$ cat config.mk
export PLATFORM = sky130hd
export DESIGN_NAME = spi_burst_master
export DESIGN_NICKNAME = d
export VERILOG_FILES = /design/src/rtl/spi_burst_master.sv
export SDC_FILE = /design/constraint.sdc
export NUM_CORES = 1
export LEC_CHECK = 0
export CORE_ASPECT_RATIO = 0.7
export CORE_MARGIN = 2
export CORE_UTILIZATION = 52
export CTS_BUF_LIST = sky130_fd_sc_hd__clkbuf_16
export CTS_CLUSTER_DIAMETER = 80
export DETAILED_ROUTE_END_ITERATION = 16
export PLACE_DENSITY = 0.85
export SLEW_MARGIN = 10
export SYNTH_ARGS = -nofsm -noshare
export SYNTH_HDL_FRONTEND = slang
export SYNTH_SLANG_ARGS = --single-unit
$ cat constraint.sdc
create_clock -name spi_clk -period 5.4 [get_ports spi_clk]
set_input_delay 1.08 -clock spi_clk [delete_from_list [all_inputs] [get_ports spi_clk]]
set_output_delay 1.08 -clock spi_clk [all_outputs]
set_load 0.005 [all_outputs]
$ cat src/rtl/spi_burst_master.sv
// SPI burst master: round-robin arbitration between two requesters and
// serialisation of each grant into one chip-select frame (header + words).
module spi_burst_master #(
    parameter  int unsigned DWIDTH    = 16,
    parameter  int unsigned ALINES    = 7,
    parameter  int unsigned MAX_WORDS = 16,
    localparam int unsigned LW        = $clog2(MAX_WORDS)
) (
    input  logic                  spi_clk,
    input  logic                  rst,
    input  logic [1:0]            i_req,
    input  logic [1:0]            i_req_rnw,
    input  logic [2*ALINES-1:0]   i_req_addr,
    input  logic [2*LW-1:0]       i_req_len,
    input  logic [2*DWIDTH-1:0]   i_wdata,
    output logic [1:0]            o_gnt,
    output logic [1:0]            o_wd_ack,
    output logic [1:0]            o_rd_valid,
    output logic [DWIDTH-1:0]     o_rd_data,
    output logic [1:0]            o_done,
    output logic                  o_sclk,
    output logic                  o_cs_n,
    output logic                  o_mosi,
    input  logic                  i_miso
);

    localparam int unsigned HW = ALINES + 1;
    localparam int unsigned BW = $clog2(DWIDTH);

    typedef enum logic [2:0] {
        S_IDLE,
        S_HDR,
        S_DATA,
        S_HOLD,
        S_GAP
    } state_t;

    state_t              r_state, w_state_nx;
    logic                r_phase, w_phase_nx;
    logic [BW-1:0]       r_bit, w_bit_nx;
    logic [LW:0]         r_word, w_word_nx;
    logic [DWIDTH-1:0]   r_shift, w_shift_nx;
    logic                r_g, w_g_nx;
    logic                r_rnw, w_rnw_nx;
    logic [LW-1:0]       r_len, w_len_nx;
    logic                r_last, w_last_nx;
    logic                r_gap, w_gap_nx;
    logic [DWIDTH-1:0]   r_rd_data, w_rd_data_nx;
    logic [1:0]          r_gnt, w_gnt_nx;
    logic [1:0]          r_wd_ack, w_wd_ack_nx;
    logic [1:0]          r_rd_valid, w_rd_valid_nx;
    logic [1:0]          r_done, w_done_nx;
    logic                r_sclk, w_sclk_nx;
    logic                r_cs_n, w_cs_n_nx;
    logic                r_mosi, w_mosi_nx;
    logic                w_sel;

    logic [ALINES-1:0]   w_addr  [2];
    logic [LW-1:0]       w_len   [2];
    logic [DWIDTH-1:0]   w_wdata [2];

    // Split the flattened per-requester buses.
    for (genvar i = 0; i < 2; i++) begin : g_unpack
        assign w_addr[i]  = i_req_addr[i*ALINES +: ALINES];
        assign w_len[i]   = i_req_len[i*LW +: LW];
        assign w_wdata[i] = i_wdata[i*DWIDTH +: DWIDTH];
    end

    // On a tie, serve the requester that was not served last.
    assign w_sel = (&i_req) ? ~r_last : i_req[1];

    // State register.
    always_ff @(posedge spi_clk or posedge rst) begin
        if (rst) r_state <= S_IDLE;
        else     r_state <= w_state_nx;
    end

    // Next-state, datapath and next-output logic; outputs describe the coming cycle.
    always_comb begin
        w_state_nx    = r_state;
        w_phase_nx    = r_phase;
        w_bit_nx      = r_bit;
        w_word_nx     = r_word;
        w_shift_nx    = r_shift;
        w_g_nx        = r_g;
        w_rnw_nx      = r_rnw;
        w_len_nx      = r_len;
        w_last_nx     = r_last;
        w_gap_nx      = r_gap;
        w_rd_data_nx  = r_rd_data;
        w_gnt_nx      = r_gnt;
        w_wd_ack_nx   = '0;
        w_rd_valid_nx = '0;
        w_done_nx     = '0;
        w_sclk_nx     = 1'b0;
        w_cs_n_nx     = r_cs_n;
        w_mosi_nx     = r_mosi;
        case (r_state)
            S_IDLE: begin
                if (|i_req) begin
                    w_state_nx = S_HDR;
                    w_phase_nx = 1'b0;
                    w_bit_nx   = '0;
                    w_g_nx     = w_sel;
                    w_last_nx  = w_sel;
                    w_rnw_nx   = i_req_rnw[w_sel];
                    w_len_nx   = w_len[w_sel];
                    w_shift_nx = '0;
                    w_shift_nx[DWIDTH-1 -: HW] = {w_addr[w_sel], i_req_rnw[w_sel]};
                    w_gnt_nx   = w_sel ? 2'b10 : 2'b01;
                    w_cs_n_nx  = 1'b0;
                    w_mosi_nx  = w_addr[w_sel][ALINES-1];
                end
            end
            S_HDR: begin
                if (!r_phase) begin
                    w_phase_nx = 1'b1;
                    w_sclk_nx  = 1'b1;
                end else begin
                    w_phase_nx = 1'b0;
                    w_shift_nx = {r_shift[DWIDTH-2:0], i_miso};
                    if (r_bit == BW'(HW-1)) begin
                        w_state_nx = S_DATA;
                        w_bit_nx   = '0;
                        w_word_nx  = '0;
                        if (!r_rnw) begin
                            w_shift_nx       = w_wdata[r_g];
                            w_wd_ack_nx[r_g] = 1'b1;
                            w_mosi_nx        = w_wdata[r_g][DWIDTH-1];
                        end else begin
                            w_mosi_nx = 1'b0;
                        end
                    end else begin
                        w_bit_nx  = r_bit + 1'b1;
                        w_mosi_nx = w_shift_nx[DWIDTH-1];
                    end
                end
            end
            S_DATA: begin
                if (!r_phase) begin
                    w_phase_nx = 1'b1;
                    w_sclk_nx  = 1'b1;
                end else begin
                    w_phase_nx = 1'b0;
                    w_shift_nx = {r_shift[DWIDTH-2:0], i_miso};
                    w_mosi_nx  = r_rnw ? 1'b0 : w_shift_nx[DWIDTH-1];
                    if (r_bit == BW'(DWIDTH-1)) begin
                        w_bit_nx = '0;
                        if (r_rnw) begin
                            w_rd_data_nx       = w_shift_nx;
                            w_rd_valid_nx[r_g] = 1'b1;
                        end
                        if (r_word == (LW+1)'(r_len)) begin
                            w_state_nx = S_HOLD;
                            w_mosi_nx  = 1'b0;
                        end else begin
                            w_word_nx = r_word + 1'b1;
                            if (!r_rnw) begin
                                w_shift_nx       = w_wdata[r_g];
                                w_wd_ack_nx[r_g] = 1'b1;
                                w_mosi_nx        = w_wdata[r_g][DWIDTH-1];
                            end
                        end
                    end else begin
                        w_bit_nx = r_bit + 1'b1;
                    end
                end
            end
            S_HOLD: begin
                w_state_nx     = S_GAP;
                w_gap_nx       = 1'b0;
                w_cs_n_nx      = 1'b1;
                w_gnt_nx       = '0;
                w_done_nx[r_g] = 1'b1;
            end
            S_GAP: begin
                if (r_gap) w_state_nx = S_IDLE;
                else       w_gap_nx   = 1'b1;
            end
            default: begin
                w_state_nx = S_IDLE;
            end
        endcase
    end

    // Datapath and output registers.
    always_ff @(posedge spi_clk or posedge rst) begin
        if (rst) begin
            r_phase    <= 1'b0;
            r_bit      <= '0;
            r_word     <= '0;
            r_shift    <= '0;
            r_g        <= 1'b0;
            r_rnw      <= 1'b0;
            r_len      <= '0;
            r_last     <= 1'b1;
            r_gap      <= 1'b0;
            r_rd_data  <= '0;
            r_gnt      <= '0;
            r_wd_ack   <= '0;
            r_rd_valid <= '0;
            r_done     <= '0;
            r_sclk     <= 1'b0;
            r_cs_n     <= 1'b1;
            r_mosi     <= 1'b0;
        end else begin
            r_phase    <= w_phase_nx;
            r_bit      <= w_bit_nx;
            r_word     <= w_word_nx;
            r_shift    <= w_shift_nx;
            r_g        <= w_g_nx;
            r_rnw      <= w_rnw_nx;
            r_len      <= w_len_nx;
            r_last     <= w_last_nx;
            r_gap      <= w_gap_nx;
            r_rd_data  <= w_rd_data_nx;
            r_gnt      <= w_gnt_nx;
            r_wd_ack   <= w_wd_ack_nx;
            r_rd_valid <= w_rd_valid_nx;
            r_done     <= w_done_nx;
            r_sclk     <= w_sclk_nx;
            r_cs_n     <= w_cs_n_nx;
            r_mosi     <= w_mosi_nx;
        end
    end

    assign o_gnt      = r_gnt;
    assign o_wd_ack   = r_wd_ack;
    assign o_rd_valid = r_rd_valid;
    assign o_rd_data  = r_rd_data;
    assign o_done     = r_done;
    assign o_sclk     = r_sclk;
    assign o_cs_n     = r_cs_n;
    assign o_mosi     = r_mosi;

endmodule
==> impl_results.rst <==
.. list-table::
   :header-rows: 1

   * - Metric
     - Value
   * - Data required time at the worst endpoint
     - 5.59 ns
   * - Antenna violations before repair
     - 0
   * - Initial cell density of the core
     - 53.4%
   * - Leading cell type in the layout, fill and taps excluded
     - sky130_fd_sc_hd__clkdlybuf4s50_1
   * - Total power
     - 0.00222 W
   * - Worst relative slew slack
     - 22.5%
   * - Cell row count
     - 24
   * - Count of synthesis-stage warnings from yosys
     - 0
   * - Clock-pin slew on the worst setup and hold paths
     - 0.05 ns
   * - Final setup violation count
     - 0
   * - Wire length of the first global-routing pass
     - 14.3 mm
   * - Setup slack after placement
     - 2.09 ns
   * - Netlist cell types
     - 52
   * - Synthesized flop and latch total
     - 63
   * - Commonest register cell after synthesis
     - sky130_fd_sc_hd__dfrtp_1
   * - Fraction of the yosys area taken by sequential cells
     - 48.1%
   * - Detail Placement HPWL
     - 6.08 mm
   * - Clock skew
     - 0.00365 ns
   * - Peak supply drop
     - 237 uV
   * - Critical path endpoint category
     - flop
   * - Unrepaired setup endpoints after global routing
     - no
   * - Fmax
     - 0.320 GHz
   * - Worst hold-check path type
     - flop to flop
   * - Share of final-layout standard cells stronger than drive strength 1
     - 13.7%
   * - PD cells
     - 495 nW/um2
   * - Die H
     - 70.5 um
   * - Via count of the first global-routing pass
     - 2904
   * - Final weighted congestion in routability-driven placement
     - 0.862
   * - Number of search-and-repair iterations in the first detailed-routing pass
     - 6
   * - Antenna cells
     - 0
   * - Worst path setup slack after routing
     - 2.27 ns
   * - Most used cells in the layout excluding fill and tap cells
     - sky130_fd_sc_hd__clkdlybuf4s50_1, sky130_fd_sc_hd__dfrtp_1, sky130_fd_sc_hd__a21oi_1, sky130_fd_sc_hd__nor2_1, sky130_fd_sc_hd__o21ai_0
   * - Fraction of the cycle the final worst path needs
     - 57.9%
   * - Remaining design rule violation count
     - 0
   * - Final count of pins violating max slew
     - 0
   * - Run status
     - finished clean
   * - Average size of a mapped cell
     - 9.99 um2
   * - Final nets
     - 474
   * - Total length of routed wires
     - 8.88 mm
   * - Resized Gates After CTS
     - 0
   * - Worst Tran Pin Value
     - 1.16 ns
   * - Overall global routing resource usage
     - 26.6%
   * - Fillers
     - 432
   * - Total congestion overflow
     - 0
   * - Longest Clk Path Bufs
     - 2
   * - Clock latency at the later pin of the worst-skew pair
     - 0.33 ns
   * - Synthesized Nets
     - 392
   * - Cell types with the largest area share after synthesis
     - sky130_fd_sc_hd__dfrtp_1, sky130_fd_sc_hd__mux2_2, sky130_fd_sc_hd__a21oi_1, sky130_fd_sc_hd__mux2i_1, sky130_fd_sc_hd__o21ai_0
   * - Standby leakage power
     - 1.93 nW
   * - Num ports
     - 88
   * - Post-detailed-route count of antenna-violating nets
     - 0
   * - Kind of critical path
     - primary input to flop
   * - Worst EP arrival
     - 3.32 ns
   * - Largest net degree at the start of global routing
     - 41
   * - CTS tree
     - built
   * - Post-synthesis cell count
     - 329
   * - Post-synthesis to final-layout area growth
     - 36.8%
   * - Endpoints failing hold
     - 0
   * - Detail-routed via count per cell
     - 5.98
   * - First DRT Iteration DRCs
     - 309
   * - Minimum clock period
     - 3.13 ns
   * - Std-Cell Core Area
     - 6160 um2
   * - Critical path launch point type
     - primary input
   * - Crit path max fanout
     - 16
   * - Post-synthesis instance area
     - 3290 um2
   * - Die area
     - 6980 um2
   * - Post-CTS setup-driven buffer insertion count
     - 0
   * - Post-layout utilization of the core
     - 73.0%
   * - Post-synthesis cell type with the largest combined area
     - sky130_fd_sc_hd__dfrtp_1
   * - Final setup TNS
     - 0 ns
   * - Maximum capacitance violations
     - 0
   * - CTS Root Cell
     - sky130_fd_sc_hd__clkbuf_16
   * - Vias
     - 2946
   * - Number of buffers inserted by port buffering
     - 87
   * - Die boundary width
     - 99.0 um
   * - Detail-routed net length per standard cell
     - 18.0 um
   * - Total number of H-tree levels
     - 3
   * - Fraction of synthesis flops using an asynchronous set or reset pin
     - 100%
   * - Cts bufs inserted
     - 9
   * - Clock Sinks
     - 63
   * - Top cell type's share of synthesized area
     - 46.5%
   * - EDFF count, synth
     - 0
   * - Hold_buf cts
     - 0
## sequential cells by signal (all words and copies together), names as in the netlist
signal      count
o_done          2
r_state         3
r_last          1
r_len           4
r_shift        15
r_g             1
o_rd_valid      2
o_rd_data      16
o_cs_n          1
r_gap           1
o_mosi          1
o_wd_ack        2
o_gnt           2
r_word          5
r_rnw           1
r_bit           4
r_phase         1
o_sclk          1
## logic make-up (layout without fill, tap and decap cells)
family                     count (synthesis)  in the layout  synth area share [%]
buffers and inverters                     26            112                  3.66
muxes                                     46             46                  15.1
and+or+nand+nor                           87             87                  12.7
adders and majority gates                  2              2                 0.761
DFF                                       63             63                  48.1
xor gates and xnor gates                   5              5                  1.33
AOI/OAI and AO/OA                        100            100                  18.4
## cell usage after synthesis (3+ instances only)
| cell | count |
|---|---|
| sky130_fd_sc_hd__nand3_1 | 7 |
| sky130_fd_sc_hd__clkbuf_1 | 14 |
| sky130_fd_sc_hd__mux2_2 | 29 |
| sky130_fd_sc_hd__dfrtp_1 | 61 |
| sky130_fd_sc_hd__o21ai_0 | 30 |
| sky130_fd_sc_hd__inv_1 | 5 |
| sky130_fd_sc_hd__nand4_1 | 3 |
| sky130_fd_sc_hd__a31oi_1 | 6 |
| sky130_fd_sc_hd__nand2_1 | 20 |
| sky130_fd_sc_hd__nor3_1 | 5 |
| sky130_fd_sc_hd__mux2i_1 | 17 |
| sky130_fd_sc_hd__nor2_1 | 33 |
| sky130_fd_sc_hd__buf_2 | 3 |
| sky130_fd_sc_hd__xor2_1 | 4 |
| sky130_fd_sc_hd__a21oi_1 | 42 |
| sky130_fd_sc_hd__a22o_1 | 3 |
## metrics by stage
stage	instances	hold WS (ns)	area (um2)
floorplan	329	0.469	3290
global placement	478	0.489	4190
detailed placement	478	0.495	4190
CTS	493	0.506	4500
global route	493	0.519	4500
finish	493	0.502	4500
## report_power, final
| group | total [W] | leakage (nW) | switching, W | internal (W) |
|---|---|---|---|---|
| combinational | 0.000857 | 0.985 | 0.000480 | 0.000376 |
| sequential | 0.000773 | 0.794 | 0.000162 | 0.000611 |
| clock | 0.000594 | 0.148 | 0.000199 | 0.000395 |
## per-layer routing
metal | track usage, % | vias up | part of all wire [%]
met2 | 43.5 | 142 | 48
met5 | 0 | - | 0
li1 | - | 1358 | -
met3 | 9.61 | 15 | 8.5
met1 | 33.8 | 1431 | 42
met4 | 7.15 | 0 | 1.3
## area by class of cell
cell class                      count  area [um2]  area share (%)
Tap cell                           78        97.6            2.17
Clock buffer                        9         225            5.01
Sequential cell                    63        1580            35.1
Timing Repair Buffer               92         908            20.2
Inverter                            5        18.8           0.417
Clock inverter                      6        76.3            1.70
Multi-Input combinational cell    240        1590            35.4
## worst paths after layout
path	startpoint	to	slack [ns]	depth (start not counted)
worst min-delay path	o_rd_data[3]	o_rd_data[3]	0.50	1
max in group asynchronous	rst	r_last	3.41	3
worst max register to register	r_state[0]	o_rd_data[2]	2.51	5
min in group asynchronous	rst	o_sclk	1.09	2
worst min register to register	o_rd_data[3]	o_rd_data[3]	0.50	1
worst max-delay path	i_req[1]	o_mosi	2.27	6
## critical path: stages
cell and delay, ns:
sky130_fd_sc_hd__clkdlybuf4s50_1 0.54, sky130_fd_sc_hd__a21boi_2 0.90, sky130_fd_sc_hd__mux2i_1 0.27, sky130_fd_sc_hd__nor2_1 0.08, sky130_fd_sc_hd__a221oi_1 0.32, sky130_fd_sc_hd__a21oi_1 0.13
No activity file was read; power rests on OpenSTA's default activity.
